$ cat config.mk
export PLATFORM = sky130hd
export DESIGN_NAME = tv_recorder_flat
export DESIGN_NICKNAME = d
export VERILOG_FILES = /design/src/rtl/tv_recorder_if.sv /design/src/rtl/tv_recorder.sv /design/src/flat_wrapper.sv
export SDC_FILE = /design/constraint.sdc
export NUM_CORES = 1
export LEC_CHECK = 0
export ABC_AREA = 1
export CORE_UTILIZATION = 59
export CTS_BUF_LIST = sky130_fd_sc_hd__clkbuf_4 sky130_fd_sc_hd__clkbuf_8
export CTS_CLUSTER_SIZE = 30
export DETAILED_ROUTE_END_ITERATION = 10
export GPL_TIMING_DRIVEN = 0
export PLACE_DENSITY = 0.88
export SYNTH_ARGS = -nofsm -noshare
export SYNTH_HDL_FRONTEND = slang
export SYNTH_SLANG_ARGS = --single-unit
$ cat constraint.sdc
create_clock -name clk -period 1.7 [get_ports clk]
set_input_delay 0.425 -clock clk [delete_from_list [all_inputs] [get_ports clk]]
set_output_delay 0.425 -clock clk [all_outputs]
set_load 0.05 [all_outputs]
$ cat src/rtl/tv_recorder_if.sv
// Readout stream of the test-vector recorder.
//   valid : data holds a captured vector
//   ready : consumer accepts data this cycle
//   data  : captured vector
//   last  : data is the final captured vector
// master drives the stream (recorder), slave consumes it.
interface tv_recorder_if #(
  parameter int unsigned VEC_W = 4
);
  logic             valid;
  logic             ready;
  logic [VEC_W-1:0] data;
  logic             last;

  modport master (output valid, output data, output last, input ready);
  modport slave  (input valid, input data, input last, output ready);
endinterface

$ cat src/rtl/tv_recorder.sv
// Test-vector recorder. Captures one VEC_W-bit vector per qualified clock into a
// DEPTH-entry buffer, then streams the vectors out in capture order over a
// valid/ready port.
// Ports:
//   clk          clock, all state changes on posedge
//   reset        synchronous, active-high reset
//   arm_i        start (or restart) a capture
//   stop_i       end the capture early
//   cap_valid_i  capture cap_vec_i this cycle
//   cap_vec_i    vector to capture
//   dump_i       start readout of the captured vectors
//   busy_o       recording or dumping
//   done_o       capture finished, buffer holds count_o vectors
//   full_o       count_o == DEPTH
//   count_o      number of vectors captured
//   dout_io      readout stream (valid/ready/data/last)
module tv_recorder #(
  parameter int unsigned VEC_W = 4,
  parameter int unsigned DEPTH = 8,
  parameter int unsigned AW    = 3
) (
  input  logic             clk,
  input  logic             reset,
  input  logic             arm_i,
  input  logic             stop_i,
  input  logic             cap_valid_i,
  input  logic [VEC_W-1:0] cap_vec_i,
  input  logic             dump_i,
  output logic             busy_o,
  output logic             done_o,
  output logic             full_o,
  output logic [AW:0]      count_o,
  tv_recorder_if.master    dout_io
);

  localparam logic [AW:0] DepthCnt = (AW+1)'(DEPTH);

  typedef enum logic [1:0] {StIdle, StRec, StDone, StDump} state_e;

  state_e           state_q;
  logic [AW-1:0]    wr_ptr_q;
  logic [AW-1:0]    rd_ptr_q;
  logic [AW-1:0]    rd_ptr_nxt;
  logic [AW:0]      count_q;
  logic             dout_valid_q;
  logic [VEC_W-1:0] dout_q;
  logic             dout_last_q;
  logic             xfer;
  logic             wr_en;

  // Buffer is deliberately not reset; only the pointers and count are.
  logic [VEC_W-1:0] mem_q [DEPTH];

  assign wr_en      = (state_q == StRec) && cap_valid_i && !reset;
  assign xfer       = dout_valid_q && dout_io.ready;
  assign rd_ptr_nxt = rd_ptr_q + AW'(1);

  always_ff @(posedge clk) begin
    if (wr_en) begin
      mem_q[wr_ptr_q] <= cap_vec_i;
    end
  end

  always_ff @(posedge clk) begin
    if (reset) begin
      state_q      <= StIdle;
      wr_ptr_q     <= '0;
      rd_ptr_q     <= '0;
      count_q      <= '0;
      dout_valid_q <= 1'b0;
      dout_q       <= '0;
      dout_last_q  <= 1'b0;
    end else begin
      case (state_q)
        StIdle: begin
          if (arm_i) begin
            state_q  <= StRec;
            wr_ptr_q <= '0;
            count_q  <= '0;
          end
        end
        StRec: begin
          if (cap_valid_i) begin
            wr_ptr_q <= wr_ptr_q + AW'(1);
            count_q  <= count_q + 1'b1;
          end
          // Leave on stop, or when this write fills the last entry; no wrap-around.
          if (stop_i || (cap_valid_i && (count_q == DepthCnt - 1'b1))) begin
            state_q <= StDone;
          end
        end
        StDone: begin
          if (arm_i) begin
            state_q  <= StRec;
            wr_ptr_q <= '0;
            count_q  <= '0;
          end else if (dump_i) begin
            if (count_q != '0) begin
              // Present mem[0] straight away so valid rises the next cycle.
              state_q      <= StDump;
              rd_ptr_q     <= '0;
              dout_valid_q <= 1'b1;
              dout_q       <= mem_q[AW'(0)];
              dout_last_q  <= (count_q == (AW+1)'(1));
            end else begin
              state_q <= StIdle;
            end
          end
        end
        StDump: begin
          if (xfer) begin
            if (dout_last_q) begin
              state_q      <= StIdle;
              dout_valid_q <= 1'b0;
              dout_last_q  <= 1'b0;
            end else begin
              rd_ptr_q    <= rd_ptr_nxt;
              dout_q      <= mem_q[rd_ptr_nxt];
              dout_last_q <= ({1'b0, rd_ptr_nxt} == count_q - 1'b1);
            end
          end
        end
        default: state_q <= StIdle;
      endcase
    end
  end

  assign busy_o  = (state_q == StRec) || (state_q == StDump);
  assign done_o  = (state_q == StDone);
  assign full_o  = (count_q == DepthCnt);
  assign count_o = count_q;

  assign dout_io.valid = dout_valid_q;
  assign dout_io.data  = dout_q;
  assign dout_io.last  = dout_last_q;

endmodule
$ cat src/flat_wrapper.sv
// flat-port wrapper written by rule: the top's interface ports become plain ports
module tv_recorder_flat 
#(
  parameter int unsigned VEC_W = 4,
  parameter int unsigned DEPTH = 8,
  parameter int unsigned AW    = 3
)
  (clk, reset, arm_i, stop_i, cap_valid_i, cap_vec_i, dump_i, busy_o, done_o, full_o, count_o, dout_io_valid, dout_io_data, dout_io_last, dout_io_ready);
  tv_recorder_if #(.VEC_W(VEC_W)) dout_io_i ();
  input  logic clk;
  input  logic reset;
  input  logic arm_i;
  input  logic stop_i;
  input  logic cap_valid_i;
  input  logic [VEC_W-1:0] cap_vec_i;
  input  logic dump_i;
  output logic busy_o;
  output logic done_o;
  output logic full_o;
  output logic [AW:0] count_o;
  output wire logic [$bits(dout_io_i.valid)-1:0] dout_io_valid;
  output wire logic [$bits(dout_io_i.data)-1:0] dout_io_data;
  output wire logic [$bits(dout_io_i.last)-1:0] dout_io_last;
  input wire logic [$bits(dout_io_i.ready)-1:0] dout_io_ready;
  assign dout_io_valid = dout_io_i.valid;
  assign dout_io_data = dout_io_i.data;
  assign dout_io_last = dout_io_i.last;
  assign dout_io_i.ready = dout_io_ready;
  tv_recorder #(.VEC_W(VEC_W), .DEPTH(DEPTH), .AW(AW)) u_core (.clk(clk), .reset(reset), .arm_i(arm_i), .stop_i(stop_i), .cap_valid_i(cap_valid_i), .cap_vec_i(cap_vec_i), .dump_i(dump_i), .busy_o(busy_o), .done_o(done_o), .full_o(full_o), .count_o(count_o), .dout_io(dout_io_i));
endmodule
==> flow_metrics.tcl <==
set metrics [dict create \
    tritoncts "yes" \
    r2r_slack_ns 0.14 \
    synthTopCellsByArea "edfxtp_1 38%, nand2_1 15%, dfxtp_1 14%, inv_1 7.8%, nor2_1 5.4%" \
    power_density_mw_per_mm2 767 \
    fin_ws_ns -0.0158 \
    grt_max_degree 16 \
    end_kind "output port" \
    drv_cap 0 \
    critPathRequiredTime_ns 1.27 \
    start_util_pct 62.6 \
    wl_per_cell_um 13.5 \
    ios 24 \
    synthesis.nets 340 \
    grt_setup_unrepaired "yes" \
    criticalPathCategory "reg2out" \
    grt_remaining_overflow 0 \
    antenna_found_initial 0 \
    dieArea_mm2 0.00460 \
    finalHoldViolCount 0 \
    drtAntennaViolNets 0 \
    worstMarginPinSlew_ns 0.617 \
    cp_cell_sequence "inv_4 -> ha_2 -> nand2_1 -> nor2_4 -> buf_8" \
    first_iter_violations 172 \
    maxSlewHeadroom_pct 58.4 \
    drcViolationCount 0 \
    wirelength_um 5460 \
    nNetsFinal 371 \
    p_leak_nw 1.36 \
    yosysSeqAreaShare_pct 51.7 \
    cp.arrival_ns 1.29 \
    cp-start-kind "register" \
    grt_pass1_vias 1855 \
    clk_latency_ns 0.31 \
    peakVddDrop_v 0.000615 \
    reg2reg_to "u_core.mem_q[3][1]" \
    syn2layout_area_growth_pct 18.6 \
    cts_sinks 50 \
    fin_util_pct 74.2 \
    synth_area_per_cell_um2 7.91 \
    ff2ff_path_depth 5 \
    status "finished with violations" \
    diodes 0 \
    syn_area_mm2 0.00256 \
    critPathLaunch "u_core.count_o[0]" \
    skew_ns 0.00403 \
    grt_pass1_wl_um 8170 \
    die_y_um 67.8 \
    synth_top_area_share_pct 37.6 \
    finalNonFillerCells 405 \
    via_per_inst 5.23 \
    finalMaxSlewViolations 0 \
    core_mm2 0.00409 \
    synth_seq_cells 50 \
    cts_inserted_buffers 5 \
    port_buffers 23 \
    crit_slowest_cell "dfxtp_4" \
    yosys_warnings 0 \
    vias 2117 \
    layout-drive-gt1-share_pct 14.1 \
    fin_crit_ns 1.72 \
    ctsHoldBuffers 0 \
    clk_pin_slew_ns 0.09 \
    finalSetupViolations 1 \
    fmax_ghz 0.583 \
    synthCells 323 \
    synth.distinct_cells 25 \
    grt_util_all_layers_pct 24.8 \
    worstReg2RegStart "u_core.state_q[1]" \
    drt_first_pass_iters 4 \
    min_path_type "reg2reg" \
    htreeDepth 2 \
    cts_buffer_depth 2 \
    die-width_um 67.8 \
    gp_congestion 0.840 \
    cpPeakStageDelay_ns 0.38 \
    critPathMaxFanout 6 \
    setup.worst_path.end "full_o" \
    clockRootBuffer "clkbuf_8" \
    num_rows 23 \
    finalCritPeriodShare_pct 101 \
    violations "negative setup slack" \
    yosysTopAreaCell "edfxtp_1" \
    placed_cells 396 \
    hpwl_um 3830 \
]
how the worst min path moves through the flow:
| stage | from | endpoint | slack (ns) | depth (start not counted) |
|---|---|---|---|---|
| after CTS | u_core.rd_ptr_q[1] | u_core.rd_ptr_q[1] | 0.47 | 2 |
| after global placement | u_core.rd_ptr_q[1] | u_core.rd_ptr_q[1] | 0.46 | 2 |
| final | u_core.rd_ptr_q[1] | u_core.rd_ptr_q[1] | 0.47 | 2 |
| after global routing | u_core.rd_ptr_q[1] | u_core.rd_ptr_q[1] | 0.51 | 2 |
| after floorplan | u_core.rd_ptr_q[1] | u_core.rd_ptr_q[1] | 0.44 | 2 |
| after detailed placement | u_core.rd_ptr_q[1] | u_core.rd_ptr_q[1] | 0.46 | 2 |
worst max-delay path: cells and delay by family, from the launching register on:
family        cells  cell delay (ns)
simple gates      2             0.19
flops             1             0.38
buf+inv           2             0.24
fa+ha+maj         1             0.18
synthesized netlist by cell type:
cell type and number:
clkinv_2 1, nand2_4 2, nor3_1 5, nand3_1 25, edfxtp_1 32, o21ai_0 6, buf_6 2, nand3_2 2
nand2_1 103, o21ai_1 1, a21oi_1 12, nor2_4 2, inv_1 53, nor2_1 37, buf_2 4, ha_1 6
xor2_1 1, clkbuf_1 1, nand2_2 2, dfxtp_1 18, clkinv_1 1, xnor2_1 2, nand4_1 2, inv_2 1
o31ai_1 2
repair_timing:
item                                    CTS  global route
endpoints found under the setup margin   45            39
gates resized for setup                  40            28
hold endpoints to repair                  0             0
pin swaps                                 0             2
cloned                                    0             0
buffers inserted                          0             1
cell type report:
class / count / area, um^2
tap: 50 / 62.6
clock buffer: 5 / 68.8
clock inverter: 3 / 16.3
fill: 299 / 1050
inverter: 56 / 220
buffer: 7 / 46.3
sequential: 50 / 1330
timing repair buffer: 24 / 216
multi-input combinational: 210 / 1070
metal layers:
| metal | wire [um] | global-route usage (%) | up-vias |
|---|---|---|---|
| li1 | - | - | 1073 |
| met1 | 2360 | 31.5 | 971 |
| met2 | 2730 | 40.7 | 58 |
| met3 | 245 | 5.50 | 15 |
| met4 | 125 | 10.4 | 0 |
| met5 | 0 | 0 | - |
state kept, by name, summed over array words and instances, names as in the netlist:
name	flops
u_core.state_q	2
u_core.rd_ptr_q	3
u_core.dout_io.valid	1
u_core.count_o	4
u_core.dout_io.last	1
u_core.dout_io.data	4
u_core.wr_ptr_q	3
u_core.mem_q	32
kinds of logic (layout without fill, tap and decap cells):
group | after synthesis | after routing | share of synthesized area [%]
AOI/OAI and AO/OA | 21 | 21 | 4.31
adders and majority gates | 6 | 6 | 2.94
DFF | 50 | 50 | 51.7
and+or+nand+nor | 180 | 180 | 30.0
buffers and inverters | 63 | 95 | 10.1
xor gates and xnor gates | 3 | 3 | 1.03
layout by cell type (no fill, tap or decap), types with 2 or more instances in the layout:
cell / count
inv_1: 51
dfxtp_1: 15
buf_6: 2
dfxtp_2: 2
a21oi_1: 12
nand2_2: 3
clkbuf_2: 2
inv_4: 2
buf_2: 6
ha_1: 5
nand2_1: 101
nor3_1: 5
nor2_4: 12
edfxtp_1: 32
nand2_4: 3
clkdlybuf4s15_1: 2
nand3_1: 24
xnor2_1: 2
o21ai_0: 6
o31ai_1: 2
nand4_1: 2
nand3_2: 3
clkdlybuf4s50_1: 10
nor2_1: 27
clkinv_1: 2
dlygate4sd2_1: 5
clkbuf_8: 5
power by group:
group / total (mW) / internal, mW / switching [mW] / leakage, nW
logic: 0.318 / 0.102 / 0.215 / 0.878
registers: 1.33 / 1.31 / 0.0222 / 0.435
clock network: 0.678 / 0.283 / 0.395 / 0.0432
through the flow:
step	instance area, um^2	setup WS [ns]	hold WS [ns]	setup TNS [ns]	power [mW]
floorplan	2570	0.0611	0.437	0	1.55
global placement	2860	-0.423	0.458	-14.46	1.64
detailed placement	2860	-0.486	0.457	-16.63	1.66
CTS	2980	-0.112	0.470	-0.378	2.31
global route	3030	-0.0677	0.513	-0.0677	2.40
finish	3030	-0.0158	0.475	-0.0158	2.33
Power figures use the tool's default switching activity.
